<file path="config.mk">
export PLATFORM = sky130hd
export DESIGN_NAME = batch_rev_buffer
export DESIGN_NICKNAME = d
export VERILOG_FILES = /design/src/rtl/batch_rev_buffer.sv
export SDC_FILE = /design/constraint.sdc
export NUM_CORES = 1
export LEC_CHECK = 0
export BUFFER_PORTS_ARGS = -buffer_cell sky130_fd_sc_hd__buf_2
export CORE_UTILIZATION = 62
export CTS_CLUSTER_DIAMETER = 40
export CTS_CLUSTER_SIZE = 10
export DETAILED_ROUTE_END_ITERATION = 10
export PLACE_DENSITY = 0.89
export SLEW_MARGIN = 15
export SYNTH_ARGS = -nofsm -noshare
export SYNTH_HDL_FRONTEND = slang
export SYNTH_SLANG_ARGS = --single-unit
</file>
<file path="constraint.sdc">
create_clock -name clk -period 3.58 [get_ports clk]
set_input_delay 0.179 -clock clk [delete_from_list [all_inputs] [get_ports clk]]
set_output_delay 0.179 -clock clk [all_outputs]
set_load 0.01 [all_outputs]
</file>
<file path="src/rtl/batch_rev_buffer.sv">
// Double-banked batch buffer: fills DEPTH-sample batches and replays each one newest-first.
// Optional forward-order companion output fwd_out is enabled with `define BATCH_FWD_OUT_EN.
module batch_rev_buffer #(
  parameter int unsigned N     = 3,
  parameter int unsigned DEPTH = 32
) (
  input  logic         clk,
  input  logic         rst,
  input  logic [N-1:0] in,
  input  logic         in_valid,
  output logic [N-1:0] out,
  output logic         out_valid,
  input  logic         out_ready,
  output logic         out_last,
`ifdef BATCH_FWD_OUT_EN
  output logic [N-1:0] fwd_out,
`endif
  output logic         overflow
);

  localparam int unsigned AW = $clog2(DEPTH);
  localparam int unsigned MW = AW + 1;
  localparam logic [AW-1:0] PTR_MAX  = AW'(DEPTH - 1);
  localparam logic [AW-1:0] PTR_ZERO = '0;
  localparam logic [AW-1:0] PTR_ONE  = AW'(1);

  localparam logic [0:0] S_IDLE = 1'b0;
  localparam logic [0:0] S_READ = 1'b1;

  // Bank b occupies addresses {b, index}
  logic [N-1:0]  mem [2*DEPTH];

  logic [0:0]    state, state_nx;
  logic [1:0]    full, full_nx, full_set, full_clr;
  logic          wb, wb_nx, rb, rb_nx;
  logic [AW-1:0] wp, wp_nx, rp, rp_nx, rp_dec;
  logic [N-1:0]  out_nx;
  logic          out_valid_nx, out_last_nx, overflow_nx;
  logic          wr_en;
  logic [MW-1:0] wr_addr;
  logic          sel, nb;
`ifdef BATCH_FWD_OUT_EN
  logic [N-1:0]  fwd_nx;
`endif

  // Oldest full bank: the write bank is the older one whenever it is still full
  assign sel    = full[wb] ? wb : ~wb;
  assign nb     = ~rb;
  assign rp_dec = rp - PTR_ONE;

  // Write side: full flags are the pre-edge values, so a bank freed this edge still drops
  always_comb begin
    wr_en       = 1'b0;
    wr_addr     = {wb, wp};
    wp_nx       = wp;
    wb_nx       = wb;
    full_set    = 2'b00;
    overflow_nx = overflow;
    if (in_valid) begin
      if (full[wb]) begin
        overflow_nx = 1'b1;
      end else begin
        wr_en = 1'b1;
        if (wp == PTR_MAX) begin
          full_set[wb] = 1'b1;
          wb_nx        = ~wb;
          wp_nx        = PTR_ZERO;
        end else begin
          wp_nx = wp + PTR_ONE;
        end
      end
    end
  end

  // Read FSM next-state and output logic
  always_comb begin
    state_nx     = state;
    rb_nx        = rb;
    rp_nx        = rp;
    out_nx       = out;
    out_valid_nx = out_valid;
    out_last_nx  = out_last;
    full_clr     = 2'b00;
`ifdef BATCH_FWD_OUT_EN
    fwd_nx       = fwd_out;
`endif
    case (state)
      S_IDLE: begin
        if (|full) begin
          state_nx     = S_READ;
          rb_nx        = sel;
          rp_nx        = PTR_MAX;
          out_nx       = mem[{sel, PTR_MAX}];
          out_valid_nx = 1'b1;
          out_last_nx  = 1'b0;
`ifdef BATCH_FWD_OUT_EN
          fwd_nx       = mem[{sel, PTR_ZERO}];
`endif
        end
      end
      S_READ: begin
        if (out_ready) begin
          if (rp != PTR_ZERO) begin
            rp_nx       = rp_dec;
            out_nx      = mem[{rb, rp_dec}];
            out_last_nx = (rp == PTR_ONE);
`ifdef BATCH_FWD_OUT_EN
            fwd_nx      = mem[{rb, PTR_MAX - rp_dec}];
`endif
          end else begin
            full_clr[rb] = 1'b1;
            if (full[nb]) begin
              rb_nx       = nb;
              rp_nx       = PTR_MAX;
              out_nx      = mem[{nb, PTR_MAX}];
              out_last_nx = 1'b0;
`ifdef BATCH_FWD_OUT_EN
              fwd_nx      = mem[{nb, PTR_ZERO}];
`endif
            end else begin
              state_nx     = S_IDLE;
              out_valid_nx = 1'b0;
              out_last_nx  = 1'b0;
            end
          end
        end
      end
      default: begin
        state_nx     = S_IDLE;
        out_valid_nx = 1'b0;
        out_last_nx  = 1'b0;
      end
    endcase
  end

  assign full_nx = (full & ~full_clr) | full_set;

  // Sample storage; contents survive reset and are simply ignored
  always_ff @(posedge clk) begin
    if (wr_en) mem[wr_addr] <= in;
  end

  // State and output registers
  always_ff @(posedge clk or posedge rst) begin
    if (rst) begin
      state     <= S_IDLE;
      full      <= 2'b00;
      wb        <= 1'b0;
      wp        <= PTR_ZERO;
      rb        <= 1'b0;
      rp        <= PTR_ZERO;
      out       <= '0;
      out_valid <= 1'b0;
      out_last  <= 1'b0;
      overflow  <= 1'b0;
`ifdef BATCH_FWD_OUT_EN
      fwd_out   <= '0;
`endif
    end else begin
      state     <= state_nx;
      full      <= full_nx;
      wb        <= wb_nx;
      wp        <= wp_nx;
      rb        <= rb_nx;
      rp        <= rp_nx;
      out       <= out_nx;
      out_valid <= out_valid_nx;
      out_last  <= out_last_nx;
      overflow  <= overflow_nx;
`ifdef BATCH_FWD_OUT_EN
      fwd_out   <= fwd_nx;
`endif
    end
  end

endmodule

</file>
Word level (Yosys, flattened, before mapping)
Memories as Yosys holds them, arrays and structs flattened.
Cells that the tools add are included.

storage, ports and cells
  memories = 1
  bits in registers = 21
  latch bits = 0
  output and inout port bits = 6
  bits in read-only memories = 0
  logic and storage cells = 93
  RAM bits = 192
  input port bits = 7

cells by class
  magnitude comparators = 5
  multiply operators = 0
  shift-type cells = 0
  multiplexer cells = 49
  div/mod/pow operators = 0
  reductions and logical operators = 11
  add/sub/neg operators = 2
  equal/unequal tests = 8
  bitwise logic cells = 7

memory list
  name  words  width  read ports  clocked after memory_dff  write ports  line  source
  mem   64     3      3           0                         1            31    logic [N-1:0] mem [2*DEPTH];

operators by type and width
  operator               number
  $mux W1                26
  $mux W5                5
  $mux W2                6
  $mux W3                4
  $pmux W5 S2            1
  $ne A2 B2 Y1 const B   4
  $pmux W1 S2            4
  $reduce_and A4 Y1      2
  $lt A1 B2 Y1 const B   3
  $pmux W3 S2            1
  $reduce_and A2 Y1      3
  $reduce_and A3 Y1      2
  $add A5 B1 Y5 const B  1
  $eq A5 B1 Y1 const B   1
  $eq A5 B5 Y1 const B   1
  $reduce_bool A5 Y1     1
  $sub A5 B1 Y5 const B  1
  $not A1 Y1             4
  $ne A3 B1 Y1 const B   1
  $and A2 B2 Y2          1
  $demux W1 S1           2
  $ge A1 B1 Y1 const B   2
  $logic_and A1 B1 Y1    2
  $ne A2 B1 Y1 const B   1
  other kinds (3)        3

Logic depth before layout (Yosys ltp)
  depth in word-level cells = 10
  gate-level depth with buffers = 15

Worst setup path before layout
No wires, ideal clock.

  kind = register to register
  from = register rp[0]
  to = register out[1]
  period minus slack after synthesis = 3318 ps
  path buffers = 5
  stages on the path, launching flop included = 14
  slack = 262 ps
  setup time = 131 ps
  required time = 3449 ps
  arrival time = 3186 ps
  cells stage by stage = dfrtp_1 -> buf_4 -> buf_6 -> buf_6 -> clkinv_1 -> ha_1 -> buf_6 -> xor2_2 -> buf_6 -> mux4_2 -> and2_1 -> a2111oi_2 -> a2111oi_0 -> or3_1

on the way
  longest elaborated chain between the ends = 5

ends and longest elaborated chain
  what                      line  source
  start: declaration        36    logic [AW-1:0] wp, wp_nx, rp, rp_nx, rp_dec;
  start signal: assignment  165   rp <= rp_nx;
  $sub A5 B1 Y5             49    assign rp_dec = rp - PTR_ONE;
  $mem_v2 Z64 W3            --
  $mux W3                   103   if (rp != PTR_ZERO) begin
  $mux W3                   102   if (out_ready) begin
  $pmux W3 S2               87    case (state)
  end signal: assignment    166   out <= out_nx;
  end: declaration          11    output logic [N-1:0] out,

Several ways; a longest one is shown, not always the timed one. The select of a mux whose other input is x is not followed.
A chain may end at the register's enable or synchronous reset.

Worst setup path after layout
  from = register rp[1]
  to = register out[1]

The elaborated chain is that of the path after synthesis.

==> flow_summary.yaml <==
floorplan:
  die_h_um: 123
  rows: 43
  die_x_um: 123
  ios: 13
  start_util_pct: 64.5
  die-area_um2: 15100
  core-area_um2: 14100
place:
  dp_hpwl_mm: 12.3
  portBuffers: 12
  dp_cells: 735
  place.gp.congestion: 0.935
  pre_cts_slack_ps: 412
drt:
  firstDrtPassIters: 5
  vias: 5438
  routed-wl-met3_mm: 2.24
  ant_nets: 0
  wl_per_cell_um: 26.4
  met1Wirelength_mm: 7.86
  vias_per_cell: 6.91
  drc: 0
  drt_iter0_drc: 843
  route.met2.wl_mm: 9.76
  highest_layer: "met4"
  routed_wl_mm: 20.8
clock_network:
  cts_buffers: 29
  clock_latency_ps: 550
  cts.sinks: 213
  cts_resized: 0
  clk_path_buf_depth: 3
  h-tree-depth: 1
  root_buffer: "clkbuf_16"
  cts_tree: "yes"
  post_cts_buffers: 0
  cts.hold.buffers_added: 3
  clkTransAtPathRegs_ps: 50
synth:
  syn-mean-instance-area_um2: 16.0
  syn_inst: 567
  synth_common_cells: "edfxtp_1, nor2_1, nand2_1"
  synth_nets: 579
  syn_area_um2: 9090
  synth-edff-count: 192
  seq_area_frac_synth_pct: 69.2
  synth_ff_type: "edfxtp_1"
  yosysMostFrequentCell: "edfxtp_1"
  synth_area_leaders: "edfxtp_1, mux4_2, dfrtp_1"
  yosys.area.top_type: "edfxtp_1"
  yosysWarningCount: 0
  synth_top_area_share_pct: 63.5
  synth_seq_cells: 213
  synth_async_sr_flop_share_pct: 9.86
  yosysUniqueCellTypes: 54
pwr:
  powerDensity_nw_per_um2: 803
  p_leak_nw: 3.42
  combPwrFrac_pct: 29.1
  design_power_total_mw: 8.24
  pwr-share-clk_pct: 35.1
  switchingPower_mw: 2.49
  ir_worst_vdd_v: 0.000528
  p_sw_share_pct: 30.2
  p_int_mw: 5.75
  seqPwrFrac_pct: 35.8
worst_setup_path:
  required_ps: 4000
  cp-start-kind: "flop"
  critPathArrivalTime_ps: 3660
  crit_type: "flop to flop"
  crit_path_end_kind: "flop"
  cp_max_fo: 15
final_layout:
  antenna_cells: 0
  instances_no_fill: 787
  final_util_pct: 72.9
  area_delta_synth_final_pct: 13.0
  drive_gt1_share_pct: 18.3
  nets: 601
timing:
  setup-tns-final_ps: 0
  maxSlewViolCount: 0
  skew_ps: 23.1
  setup_viol: 0
  fmaxAchievable_ghz: 0.309
  finalCritPeriodShare_pct: 90.5
  setup_ws_ps: 342
  maxSlewHeadroom_pct: 22.7
  final_hold_viol_count: 0
  worstMarginPinSlew_ps: 1160
  period_minus_slack_ps: 3240
  rsz0062_at_grt: "no"
global_route:
  grt_use_total_pct: 29.6
  grt_pass1_vias: 5408
  grt_overflow: 0
  antenna_found_initial: 0
  grt_max_degree: 65
  grt_pass1_wl_mm: 32.0
run:
  drv_cap: 0
hold_path:
  hold_path_class: "input port to asynchronous set/reset pin"
outcome:
  status: "completed"
-- layout by cell type (no fill, tap or decap), drive strengths merged, types with 3 or more instances in the layout --
cell type,instances
a22oi,3
dlygate4sd3,3
clkbuf,39
a211oi,3
nor2,87
and3,4
a2111oi,3
a31oi,8
o211ai,4
nand3,14
buf,22
mux2i,10
dfrtp,21
nand4,3
a21oi,13
nor2b,3
ha,5
xor2,3
bufinv,5
inv,10
nor4,3
nor3,3
mux4,47
o21ai,13
edfxtp,192
nand3b,3
nand2,42
or3,5
and2,7
-- per-stage QoR --
step | hold WS [ps] | area [um2]
4_1_cts | 374 | 10300
3_5_place_dp | 388 | 9280
6_report | 354 | 10300
5_1_grt | 471 | 10300
3_3_place_gp | 363 | 9280
2_1_floorplan | 156 | 9090
-- cells by family (layout without fill, tap and decap cells) --
group	count (synthesis)	after routing	share of synthesized area, %
compound gates	62	62	4.65
xor+xnor	5	5	0.771
fa+ha+maj	5	5	0.689
buf+inv	43	83	2.56
flops	213	213	69.2
mux	59	59	13.3
simple gates	180	180	8.76
-- metal layers --
layer | track usage (%) | vias up
met4 | 13.6 | 0
met3 | 5.95 | 76
li1 | - | 2265
met1 | 41.4 | 2704
met5 | 0 | -
met2 | 45.5 | 393
-- sequential cells by signal, summed over array words and instances, names as in the netlist, 2 cells and up --
name	count
mem	192
rp	5
full	2
wp	5
out	3
-- layout make-up --
class | instances | area, um2
sequential | 213 | 6290
timing repair buffer | 25 | 178
fill | 800 | 3830
clock buffer | 39 | 773
clock inverter | 10 | 191
inverter | 9 | 33.8
multi-input combinational | 311 | 2580
tap | 180 | 225
-- worst max-delay path, cell delays in order, from the launching register on --
cell and delay (ps):
dfrtp_1 420, inv_1 130, ha_1 490, xor2_4 330
buf_4 320, mux4_1 600, mux2i_1 180, a22o_1 190
a2111oi_0 90, or3_1 380
-- power by group through the flow --
stage / Sequential (mW) / Clock, mW / Combinational, mW
floorplan: 2.92 / 0 / 1.83
global placement: 2.98 / 0 / 2.22
detailed placement: 2.99 / 0 / 2.31
CTS: 2.94 / 2.91 / 2.36
global route: 2.96 / 3.01 / 2.53
finish: 2.95 / 2.90 / 2.40
-- final timing paths --
path | cells after the start | slack [ps] | endpoint | from
worst max-delay path | 9 | 340 | out[1]$_DFFE_PP0P_ | rp[1]$_DFFE_PP0P_
worst min-delay path | 3 | 350 | out_last$_DFFE_PP0P_ | rst
worst max register to register | 9 | 340 | out[1]$_DFFE_PP0P_ | rp[1]$_DFFE_PP0P_
worst min register to register | 1 | 470 | overflow$_DFFE_PP0P_ | overflow$_DFFE_PP0P_
max in group asynchronous | 3 | 2640 | rp[0]$_DFFE_PP0P_ | rst
min in group clk | 1 | 420 | mem[52][0]$_DFFE_PP_ | in[0]
Power figures use the tool's default switching activity.
